File: src/rtl/seq_divider.sv
// Multi-cycle unsigned restoring divider: one trial subtraction per cycle, WIDTH cycles per result.
// A zero divisor completes on the next cycle with an all-ones quotient and the dividend as remainder.
module seq_divider #(
    parameter int unsigned WIDTH = 16
) (
    input  logic             clk_i,
    input  logic             rst_i,
    input  logic             start_i,
    input  logic [WIDTH-1:0] dividend_i,
    input  logic [WIDTH-1:0] divisor_i,
    output logic             busy_o,
    output logic             done_o,
    output logic [WIDTH-1:0] quotient_o,
    output logic [WIDTH-1:0] remainder_o,
    output logic             div_by_zero_o
);

    localparam int unsigned CntW = $clog2(WIDTH);
    localparam logic [CntW-1:0] LastCnt = CntW'(WIDTH - 1);

    typedef enum logic [0:0] {StIdle, StRun} state_e;

    state_e           state_q, state_d;
    logic [CntW-1:0]  cnt_q, cnt_d;
    logic [WIDTH-1:0] rem_q, rem_d;
    logic [WIDTH-1:0] quo_q, quo_d;
    logic [WIDTH-1:0] dvs_q, dvs_d;
    logic [WIDTH-1:0] quotient_q, quotient_d;
    logic [WIDTH-1:0] remainder_q, remainder_d;
    logic             dbz_q, dbz_d;
    logic             done_q, done_d;

    // The stored partial remainder is always < divisor, so only the shifted value needs the extra bit.
    logic [WIDTH:0]   rem_shift;
    logic [WIDTH:0]   trial;

    always_comb begin
        state_d     = state_q;
        cnt_d       = cnt_q;
        rem_d       = rem_q;
        quo_d       = quo_q;
        dvs_d       = dvs_q;
        quotient_d  = quotient_q;
        remainder_d = remainder_q;
        dbz_d       = dbz_q;
        done_d      = 1'b0;

        rem_shift = {rem_q, quo_q[WIDTH-1]};
        trial     = rem_shift - {1'b0, dvs_q};

        unique case (state_q)
            StIdle: begin
                if (start_i) begin
                    if (divisor_i == '0) begin
                        done_d      = 1'b1;
                        quotient_d  = '1;
                        remainder_d = dividend_i;
                        dbz_d       = 1'b1;
                    end else begin
                        state_d = StRun;
                        cnt_d   = '0;
                        rem_d   = '0;
                        quo_d   = dividend_i;
                        dvs_d   = divisor_i;
                    end
                end
            end
            StRun: begin
                if (!trial[WIDTH]) begin
                    rem_d = trial[WIDTH-1:0];
                    quo_d = {quo_q[WIDTH-2:0], 1'b1};
                end else begin
                    rem_d = rem_shift[WIDTH-1:0];
                    quo_d = {quo_q[WIDTH-2:0], 1'b0};
                end
                cnt_d = cnt_q + CntW'(1);
                if (cnt_q == LastCnt) begin
                    state_d     = StIdle;
                    cnt_d       = '0;
                    done_d      = 1'b1;
                    quotient_d  = quo_d;
                    remainder_d = rem_d;
                    dbz_d       = 1'b0;
                end
            end
            default: state_d = StIdle;
        endcase
    end

    always_ff @(posedge clk_i) begin
        if (rst_i) begin
            state_q     <= StIdle;
            cnt_q       <= '0;
            rem_q       <= '0;
            quo_q       <= '0;
            dvs_q       <= '0;
            quotient_q  <= '0;
            remainder_q <= '0;
            dbz_q       <= 1'b0;
            done_q      <= 1'b0;
        end else begin
            state_q     <= state_d;
            cnt_q       <= cnt_d;
            rem_q       <= rem_d;
            quo_q       <= quo_d;
            dvs_q       <= dvs_d;
            quotient_q  <= quotient_d;
            remainder_q <= remainder_d;
            dbz_q       <= dbz_d;
            done_q      <= done_d;
        end
    end

    assign busy_o        = (state_q == StRun);
    assign done_o        = done_q;
    assign quotient_o    = quotient_q;
    assign remainder_o   = remainder_q;
    assign div_by_zero_o = dbz_q;

endmodule

File: config.mk
export PLATFORM = sky130hd
export DESIGN_NAME = seq_divider
export DESIGN_NICKNAME = d
export VERILOG_FILES = /design/src/rtl/seq_divider.sv
export SDC_FILE = /design/constraint.sdc
export NUM_CORES = 1
export LEC_CHECK = 0
export BUFFER_PORTS_ARGS = -buffer_cell sky130_fd_sc_hd__buf_2
export CAP_MARGIN = 10
export CORE_MARGIN = 2
export CORE_UTILIZATION = 55
export CTS_BUF_LIST = sky130_fd_sc_hd__clkbuf_16
export CTS_CLUSTER_DIAMETER = 50
export DETAILED_ROUTE_END_ITERATION = 16
export PLACE_DENSITY = 0.78
export SYNTH_ARGS = -nofsm -noshare
export SYNTH_HDL_FRONTEND = slang
export SYNTH_SLANG_ARGS = --single-unit
export TNS_END_PERCENT = 10
File: constraint.sdc
create_clock -name clk_i -period 2.9 [get_ports clk_i]
set_input_delay 0.145 -clock clk_i [delete_from_list [all_inputs] [get_ports clk_i]]
set_output_delay 0.145 -clock clk_i [all_outputs]
set_load 0.02 [all_outputs]
==> out/qor.yml, run 1 <==
clock_network:
  cts_tree: "done"
  clock_latency_ps: 340
  hold_buffers: 0
  h-tree-depth: 3
  clk_pin_slew_ps: 60
  cts-root-buf: "clkbuf_16"
  cts_made_buffers: 9
  cts_max_path_buffers: 2
  clock_sinks: 87
synthesis:
  avgSynthCellArea_um2: 8.10
  syn_nets: 604
  synth_top_area_share_pct: 39.0
  yosys.area.top_type: "dfxtp_1"
  syn_inst: 551
  synthArstFlopShare_pct: 0
  synth_area_mm2: 0.00446
  synth-edff-count: 0
  yosysWarnings: 0
  ys_top_cells_by_area: "dfxtp_1, nand2_1, nor2_1"
  yosysUniqueCellTypes: 58
  synthFlopType: "dfxtp_1"
  ys_ff_latch: 87
  yosysSeqAreaShare_pct: 39.0
critical_path:
  reg2reg_from: "dvs_q[13]"
  cp.arrival_ps: 3060
  path_max_fanout: 8
  start_kind: "register"
  path_class: "reg2reg"
  reg2reg_slack_ps: 70
  endpoint_kind: "register"
  crit_slowest_cell: "or4_4"
  required_ps: 3130
  worstPathCellList: "inv_1 > ha_2 > nand4_1 > or3_4 > or4_4 > nand4_4 > buf_6 > mux2i_1 > nor2_1 > a21o_1"
  critPathMaxStageDelay_ps: 530
  startpoint: "dvs_q[13]"
grt:
  grt_start_max_net_pins: 55
  grt_pass1_vias: 3973
  antenna_found_initial: 0
  grt_pass1_wl_mm: 19.4
  grt_usage_pct: 28.1
  gr-total-overflow: 0
timing:
  finalCritPeriodShare_pct: 97.8
  worst_pin_slew_ps: 963
  drv_slew: 0
  period_needed_ps: 2830
  clock_skew_ps: 6.22
  setup_viol: 0
  rsz0062_at_grt: "yes"
  max_freq_mhz: 353
  slew_headroom_pct: 35.5
  timing.final.ws_setup_ps: 65.1
  hold_viol: 0
floorplan:
  core_mm2: 0.00781
  initial_core_util_pct: 57.2
  dieHeight_um: 94.1
  die_w_um: 94.1
  rows: 32
  die_area_mm2: 0.00885
  io_pins: 70
final_layout:
  mostFrequentLayoutCells: "nand2_1, dfxtp_1, buf_2"
  n_antenna_cell: 0
  drive_gt1_share_pct: 21.0
  finalNetCount: 668
  final_common_cell: "nand2_1"
  fin_util_pct: 68.0
  synthToLayoutAreaGrowth_pct: 18.9
route:
  wirelength_mm: 12.1
  vias_per_cell: 6.00
  wl_per_cell_um: 16.7
  ant_nets: 0
  drt_iter0_markers: 329
  drt_pass1_iterations: 6
  drc_errors: 0
  num_vias: 4327
run:
  drv_cap: 0
power:
  p_leak_nw: 2.18
  peakVddDrop_mv: 0.768
  p_per_area_mw_per_mm2: 1110
hold_path:
  hold_start: "divisor_i[6]"
  min_path_type: "in2reg"
placement:
  dpl.hpwl_mm: 8.61
  port_buffers: 69
  pre_cts_ws_ps: 42.8
  gp_congestion: 0.920
outcome:
  status: "completed"
cells in the mapped netlist, types with 2 or more instances:
| master | instances |
|---|---|
| xnor2_1 | 7 |
| nor2b_1 | 6 |
| nand4_1 | 3 |
| buf_1 | 2 |
| xor2_1 | 5 |
| ha_1 | 17 |
| a311oi_1 | 18 |
| nand3_1 | 2 |
| nor4_1 | 8 |
| and3_1 | 4 |
| a31oi_1 | 5 |
| dfxtp_1 | 87 |
| or3_1 | 5 |
| nor3_1 | 9 |
| inv_1 | 22 |
| o211a_1 | 2 |
| a21o_1 | 7 |
| a211oi_1 | 23 |
| buf_4 | 2 |
| nand2b_1 | 2 |
| a21oi_1 | 47 |
| o21a_1 | 5 |
| a21boi_1 | 2 |
| clkbuf_1 | 29 |
| o21ai_0 | 20 |
| nand3b_1 | 5 |
| mux2i_1 | 7 |
| nor2_1 | 64 |
| a2bb2oi_1 | 2 |
| and4_1 | 2 |
| o211ai_1 | 4 |
| mux2_2 | 4 |
| and2_1 | 4 |
| o41ai_2 | 3 |
| nand2_1 | 94 |
area by class of cell:
| class | instances | area (um^2) |
|---|---|---|
| multi-input combinational | 407 | 2530 |
| fill | 649 | 2500 |
| inverter | 22 | 82.6 |
| tap | 102 | 128 |
| timing repair buffer | 88 | 504 |
| clock buffer | 9 | 225 |
| clock inverter | 6 | 92.6 |
| sequential | 87 | 1740 |
worst max-delay path, delay by kind of cell (launching register included):
kind | cells | cell delay [ps]
AND/OR/NAND/NOR | 5 | 1400
adder cells (fa/ha/maj) | 1 | 380
flip-flops | 1 | 330
multiplexers | 1 | 220
buffers and inverters | 2 | 210
AO/OA/AOI/OAI | 1 | 170
logic make-up after synthesis:
logic type	synth area share, %
simple gates	21.8
compound gates	23.7
flops	39.0
buf+inv	5.35
fa+ha+maj	5.21
xor+xnor	2.35
mux	2.58
flip-flops by register name (all words and copies together), names as in the netlist:
| name | flops |
|---|---|
| remainder_o | 16 |
| cnt_q | 4 |
| busy_o | 1 |
| quotient_o | 16 |
| rem_q | 16 |
| quo_q | 16 |
| div_by_zero_o | 1 |
| dvs_q | 16 |
| done_o | 1 |
through the flow:
step	setup TNS [ps]	std cells	instance area (um^2)	hold slack [ps]	power [mW]
final	0	721	5310	52.1	5.87
after global routing	-101	721	5310	57.6	6.21
after CTS	0	718	5240	49.5	5.59
after detailed placement	0	703	4910	402	4.32
after floorplan	0	551	4460	281	3.76
after global placement	0	703	4910	397	4.22
report_power, final:
part / internal [mW] / leakage (nW) / switching [mW]
sequential: 1.32 / 0.709 / 0.124
clock: 0.756 / 0.149 / 0.494
combinational: 1.45 / 1.33 / 1.72
total: 3.53 / 2.18 / 2.34
timing repair:
action,in CTS,in global routing
setup endpoints to repair,1,20
endpoints found under the hold margin,0,0
pin swaps,1,3
setup buffers,0,3
gates resized for setup,1,13
gates cloned,0,0
routing by layer:
layer	GRT usage, %	up-vias	share of wire, %
met5	0	-	0
met4	10.3	0	2.2
met3	4.65	28	7.0
met2	44.6	165	47
met1	38.5	2043	44
li1	-	2091	-
final timing paths:
check | to | depth (start not counted)
max | rem_q[1] | 10
min | dvs_q[6] | 3
max reg2reg | rem_q[1] | 10
min reg2reg | dvs_q[15] | 2
No activity file was read; power rests on OpenSTA's default activity.
==> run 2: changes to the inputs <==
REMOVE_ABC_BUFFERS = 1   (was default)
clock period = 3 ns   (was 2.9 ns; I/O delays follow)
==> run 2 against run 1 <==
Against the previous run: utilization rose by 0.19 points; flip-flop and latch count stayed put; via count is 4.1% lower; clock skew about the same; global-route usage decreased by 1.9 points; routed wire length decreased by 5.3%; power shrank 3.4%; sequential share of layout area fell by 0.093 points; non-clock buffer count is 2 lower; cell count is 0.14% lower; clock-buffer cell count unchanged; critical path depth grew 2; critical path type unchanged; largest cell class unchanged; largest power group unchanged.
==> out/qor.yml, run 2 (same netlist as run 1, synthesis figures left out) <==
route:
  drt_pass1_iterations: 4
  vias_per_cell: 5.76
  wirelength_mm: 11.4
  drt_iter0_markers: 218
  wl_per_cell_um: 15.9
  drc_errors: 0
  num_vias: 4148
  ant_nets: 0
floorplan:
  die_w_um: 94.1
  core_mm2: 0.00781
  rows: 32
  initial_core_util_pct: 57.2
  die_area_mm2: 0.00885
  dieHeight_um: 94.1
  io_pins: 70
clock_network:
  h-tree-depth: 3
  cts-root-buf: "clkbuf_16"
  clock_latency_ps: 340
  clk_pin_slew_ps: 70
  clock_sinks: 87
  cts_made_buffers: 9
  cts_max_path_buffers: 2
  cts_tree: "done"
run:
  drv_cap: 0
critical_path:
  path_class: "reg2reg"
  required_ps: 3200
  reg2reg_from: "quo_q[15]"
  critPathMaxStageDelay_ps: 520
  cp.arrival_ps: 3100
  startpoint: "quo_q[15]"
  path_max_fanout: 7
  endpoint_kind: "register"
  crit_top_cell: "inv_1"
  start_kind: "register"
  crit_slowest_cell: "or4_4"
  worstPathCellList: "inv_1 > ha_1 > inv_1 > fa_1 > a211oi_2 > o211a_1 > or4_4 > nand4_4 > buf_4 > mux2_2 > o21ai_0 > a21oi_1"
final_layout:
  final_common_cell: "nand2_1"
  mostFrequentLayoutCells: "nand2_1, dfxtp_1, buf_2"
  finalNetCount: 666
  fin_util_pct: 68.2
  instances_no_fill: 720
  n_antenna_cell: 0
  synthToLayoutAreaGrowth_pct: 19.2
  drive_gt1_share_pct: 19.7
grt:
  gr-total-overflow: 0
  grt_start_max_net_pins: 51
  grt_pass1_wl_mm: 18.2
  grt_usage_pct: 26.2
  grt_pass1_vias: 3764
  antenna_found_initial: 0
timing:
  drv_slew: 0
  clock_skew_ps: 6.44
  hold_viol: 0
  setup_viol: 0
  worst_pin_slew_ps: 987
  finalCritPeriodShare_pct: 96.7
  max_freq_mhz: 345
  rsz0062_at_grt: "yes"
  tns_ps: 0
  slew_headroom_pct: 33.9
  holdWs_ps: 55.8
  period_needed_ps: 2900
placement:
  dpl.hpwl_mm: 8.07
  place_inst: 701
  gp_congestion: 0.880
  port_buffers: 69
hold_path:
  hold_start: "divisor_i[8]"
  min_path_type: "in2reg"
power:
  p_leak_nw: 2.19
  peakVddDrop_mv: 0.681
  p_per_area_mw_per_mm2: 1060
  total_power_mw: 5.66
outcome:
  status: "completed"
run 2: cell types whose count changed in the layout (fill, tap and decap cells not counted), sizes merged:
| cell | previous run | this run |
|---|---|---|
| buf | 88 | 86 |
| bufinv | 2 | 3 |
| clkinvlp | 2 | 1 |
| inv | 24 | 25 |
run 2: repair_timing:
| item | CTS | global route |
|---|---|---|
| endpoints found under the setup margin | 0 | 6 |
| hold buffers | 0 | 0 |
| hold endpoints to repair | 0 | 0 |
| gates resized for setup | 0 | 7 |
| buffers inserted | 0 | 3 |
run 2: final timing paths:
check	to	slack, ps	cells after the start
hold / removal	dvs_q[8]	60	3
setup reg to reg	remainder_o[4]	100	12
hold reg to reg	dvs_q[15]	450	2
setup / recovery	remainder_o[4]	100	12
run 2: critical path: cells and delay by family (launching register included):
| family | cells | cell delay (ps) |
|---|---|---|
| AO/OA/AOI/OAI | 4 | 650 |
| AND/OR/NAND/NOR | 2 | 640 |
| adder cells (fa/ha/maj) | 2 | 450 |
| flip-flops | 1 | 370 |
| multiplexers | 1 | 360 |
| buffers and inverters | 3 | 310 |
run 2: layout make-up:
type	count	area [um^2]
inverters	22	82.6
fillers	667	2490
flip-flops and latches	87	1740
multi-input cells	407	2530
well taps	102	128
clock buffers	9	225
repair buffers	86	485
clock inverters	7	126
run 2: per-layer routing:
metal	vias to the layer above	track usage, %	wire length [um]
li1	2083	-	-
met5	-	0	0
met3	17	3.85	581
met4	0	11.4	191
met1	1924	35.1	5270
met2	124	42.0	5380
run 2: where the power goes:
part	internal [mW]	switching (mW)
combinational	1.35	1.57
clock	0.826	0.505
sequential	1.28	0.132
total	3.46	2.21
run 2: stage by stage:
stage / cell area, um^2 / setup slack, ps
floorplan: 4310 / -316
global placement: 4900 / 197
detailed placement: 4900 / 115
CTS: 5250 / 72.3
global route: 5320 / -59.3
finish: 5320 / 98.7
==> run 3: changes to the inputs <==
CELL_PAD_IN_SITES_DETAIL_PLACEMENT = 1   (was default)
CELL_PAD_IN_SITES_GLOBAL_PLACEMENT = 1   (was default)
CORE_UTILIZATION = 42   (was 55)
PLACE_DENSITY = default   (was 0.78)
PLACE_DENSITY_LB_ADDON = 0.1   (was default)
==> run 3 against run 2 <==
Against the previous run: fmax increased by 0.25%; utilization decreased by 17 points; design area decreased by 0.59%; sequential share of layout area increased by 0.19 points; routed wire length increased by 16%; critical path type unchanged.
==> out/qor.yml, run 3 (same netlist as run 1, synthesis figures left out) <==
clock_network:
  h-tree-depth: 3
  clock_sinks: 87
  cts_tree: "done"
  cts-root-buf: "clkbuf_16"
  cts_max_path_buffers: 2
  clk_pin_slew_ps: 70
  clock_latency_ps: 340
  hold_buffers: 0
  cts_made_buffers: 9
placement:
  dpl.hpwl_mm: 9.75
  gp_congestion: 0.840
  port_buffers: 69
  place_inst: 739
  place_area_mm2: 0.00496
grt:
  grt_pass1_vias: 4277
  antenna_found_initial: 0
  busiest_layer: "met2"
  use_met1_pct: 30.5
  grt_pass1_wl_mm: 21.8
  grt_usage_pct: 24.0
  gr-total-overflow: 0
  grt_use_met3_pct: 3.59
  use_met2_pct: 41.9
  grt_start_max_net_pins: 51
final_layout:
  drive_gt1_share_pct: 19.8
  nFillCells: 1292
  final_common_cell: "nand2_1"
  finalNetCount: 670
  fin_area_mm2: 0.00529
  instances_no_fill: 757
  synthToLayoutAreaGrowth_pct: 18.5
  n_antenna_cell: 0
  mostFrequentLayoutCells: "nand2_1, dfxtp_1, buf_2"
floorplan:
  rows: 37
  initial_core_util_pct: 43.2
  dieHeight_um: 107
  die_w_um: 107
  io_pins: 70
  die_area_mm2: 0.0115
  core_mm2: 0.0103
route:
  ant_nets: 0
  drc_errors: 0
  wl_per_cell_um: 17.4
  num_vias: 4227
  drt_pass1_iterations: 4
  wirelength_mm: 13.2
  drt_iter0_markers: 167
  vias_per_cell: 5.58
critical_path:
  reg2reg_slack_ps: 110
  cp_num_buf_inv: 2
  endpoint_kind: "register"
  worstPathCellList: "inv_1 > ha_2 > nand4_1 > or3_4 > or4_4 > nand4_4 > buf_6 > mux2_2 > o21ai_0 > a21oi_1"
  cp.arrival_ps: 3110
  path_max_fanout: 9
  critPathMaxStageDelay_ps: 540
  crit_slowest_cell: "or4_4"
  start_kind: "register"
  required_ps: 3210
  cpLargestDelayFamily: "simple AND/OR/NAND/NOR gates"
  path_class: "reg2reg"
timing:
  tns_ps: 0
  rsz0062_at_grt: "yes"
  slew_headroom_pct: 31.7
  drv_slew: 0
  max_freq_mhz: 346
  worst_pin_slew_ps: 1020
  hold_viol: 0
  holdWs_ps: 52.7
  period_needed_ps: 2890
  setup_viol: 0
  clock_skew_ps: 9.41
  finalCritPeriodShare_pct: 96.5
power:
  total_power_mw: 5.51
  p_per_area_mw_per_mm2: 1040
  p_leak_nw: 2.17
  peakVddDrop_mv: 0.488
outcome:
  status: "completed"
run:
  drv_cap: 0
hold_path:
  min_path_type: "in2reg"
run 3: cell types whose count changed in the layout (fill, tap and decap cells not counted), sizes merged:
cell      change
buf           +4
bufinv        -2
inv           -1
clkinvlp      +2
run 3: final timing paths:
check,from,to,cells past startpoint
setup / recovery,dvs_q[13],remainder_o[4],10
hold / removal,divisor_i[11],dvs_q[11],3
hold reg to reg,dvs_q[11],dvs_q[11],2
setup reg to reg,dvs_q[13],remainder_o[4],10
run 3: final cells by class:
cell class              instances  area, um^2  area share [%]
repair buffers                 90         507            9.58
well taps                     136         170            3.22
inverters                      22        82.6            1.56
multi-input cells             407        2490            47.1
flip-flops and latches         87        1740            32.9
clock buffers                   9         225            4.26
clock inverters                 6        70.1            1.32
run 3: worst register-to-register path, delay by kind of cell, from the launching register on:
family	cells	cell delay (ps)
buffers and inverters	2	210
DFF	1	330
and+or+nand+nor	4	1240
AOI/OAI and AO/OA	2	240
muxes	1	360
adders and majority gates	1	380
run 3: timing repair:
action	in CTS	in global routing
setup buffers	0	3
endpoints found under the setup margin	0	18
resized for setup	0	4
run 3: per-stage QoR:
step           worst slack, ps  util (%)
6_report                   106      51.2
5_1_grt                  -31.1      51.2
4_1_cts                   34.1      50.9
3_5_place_dp              29.8      48.0
3_3_place_gp               157      48.0
2_1_floorplan             -316         -
run 3: power by group:
group	leakage, nW	internal, mW	switching [mW]
combinational	1.32	1.34	1.62
sequential	0.709	1.28	0.120
clock	0.135	0.647	0.496
run 3: routing by layer:
layer / vias up / share of wire, % / wire length (um)
met2: 84 / 49 / 6410
met1: 2038 / 46 / 6080
li1: 2092 / - / -
met4: 0 / 1.5 / 197
met3: 13 / 3.9 / 512
met5: - / 0 / 0
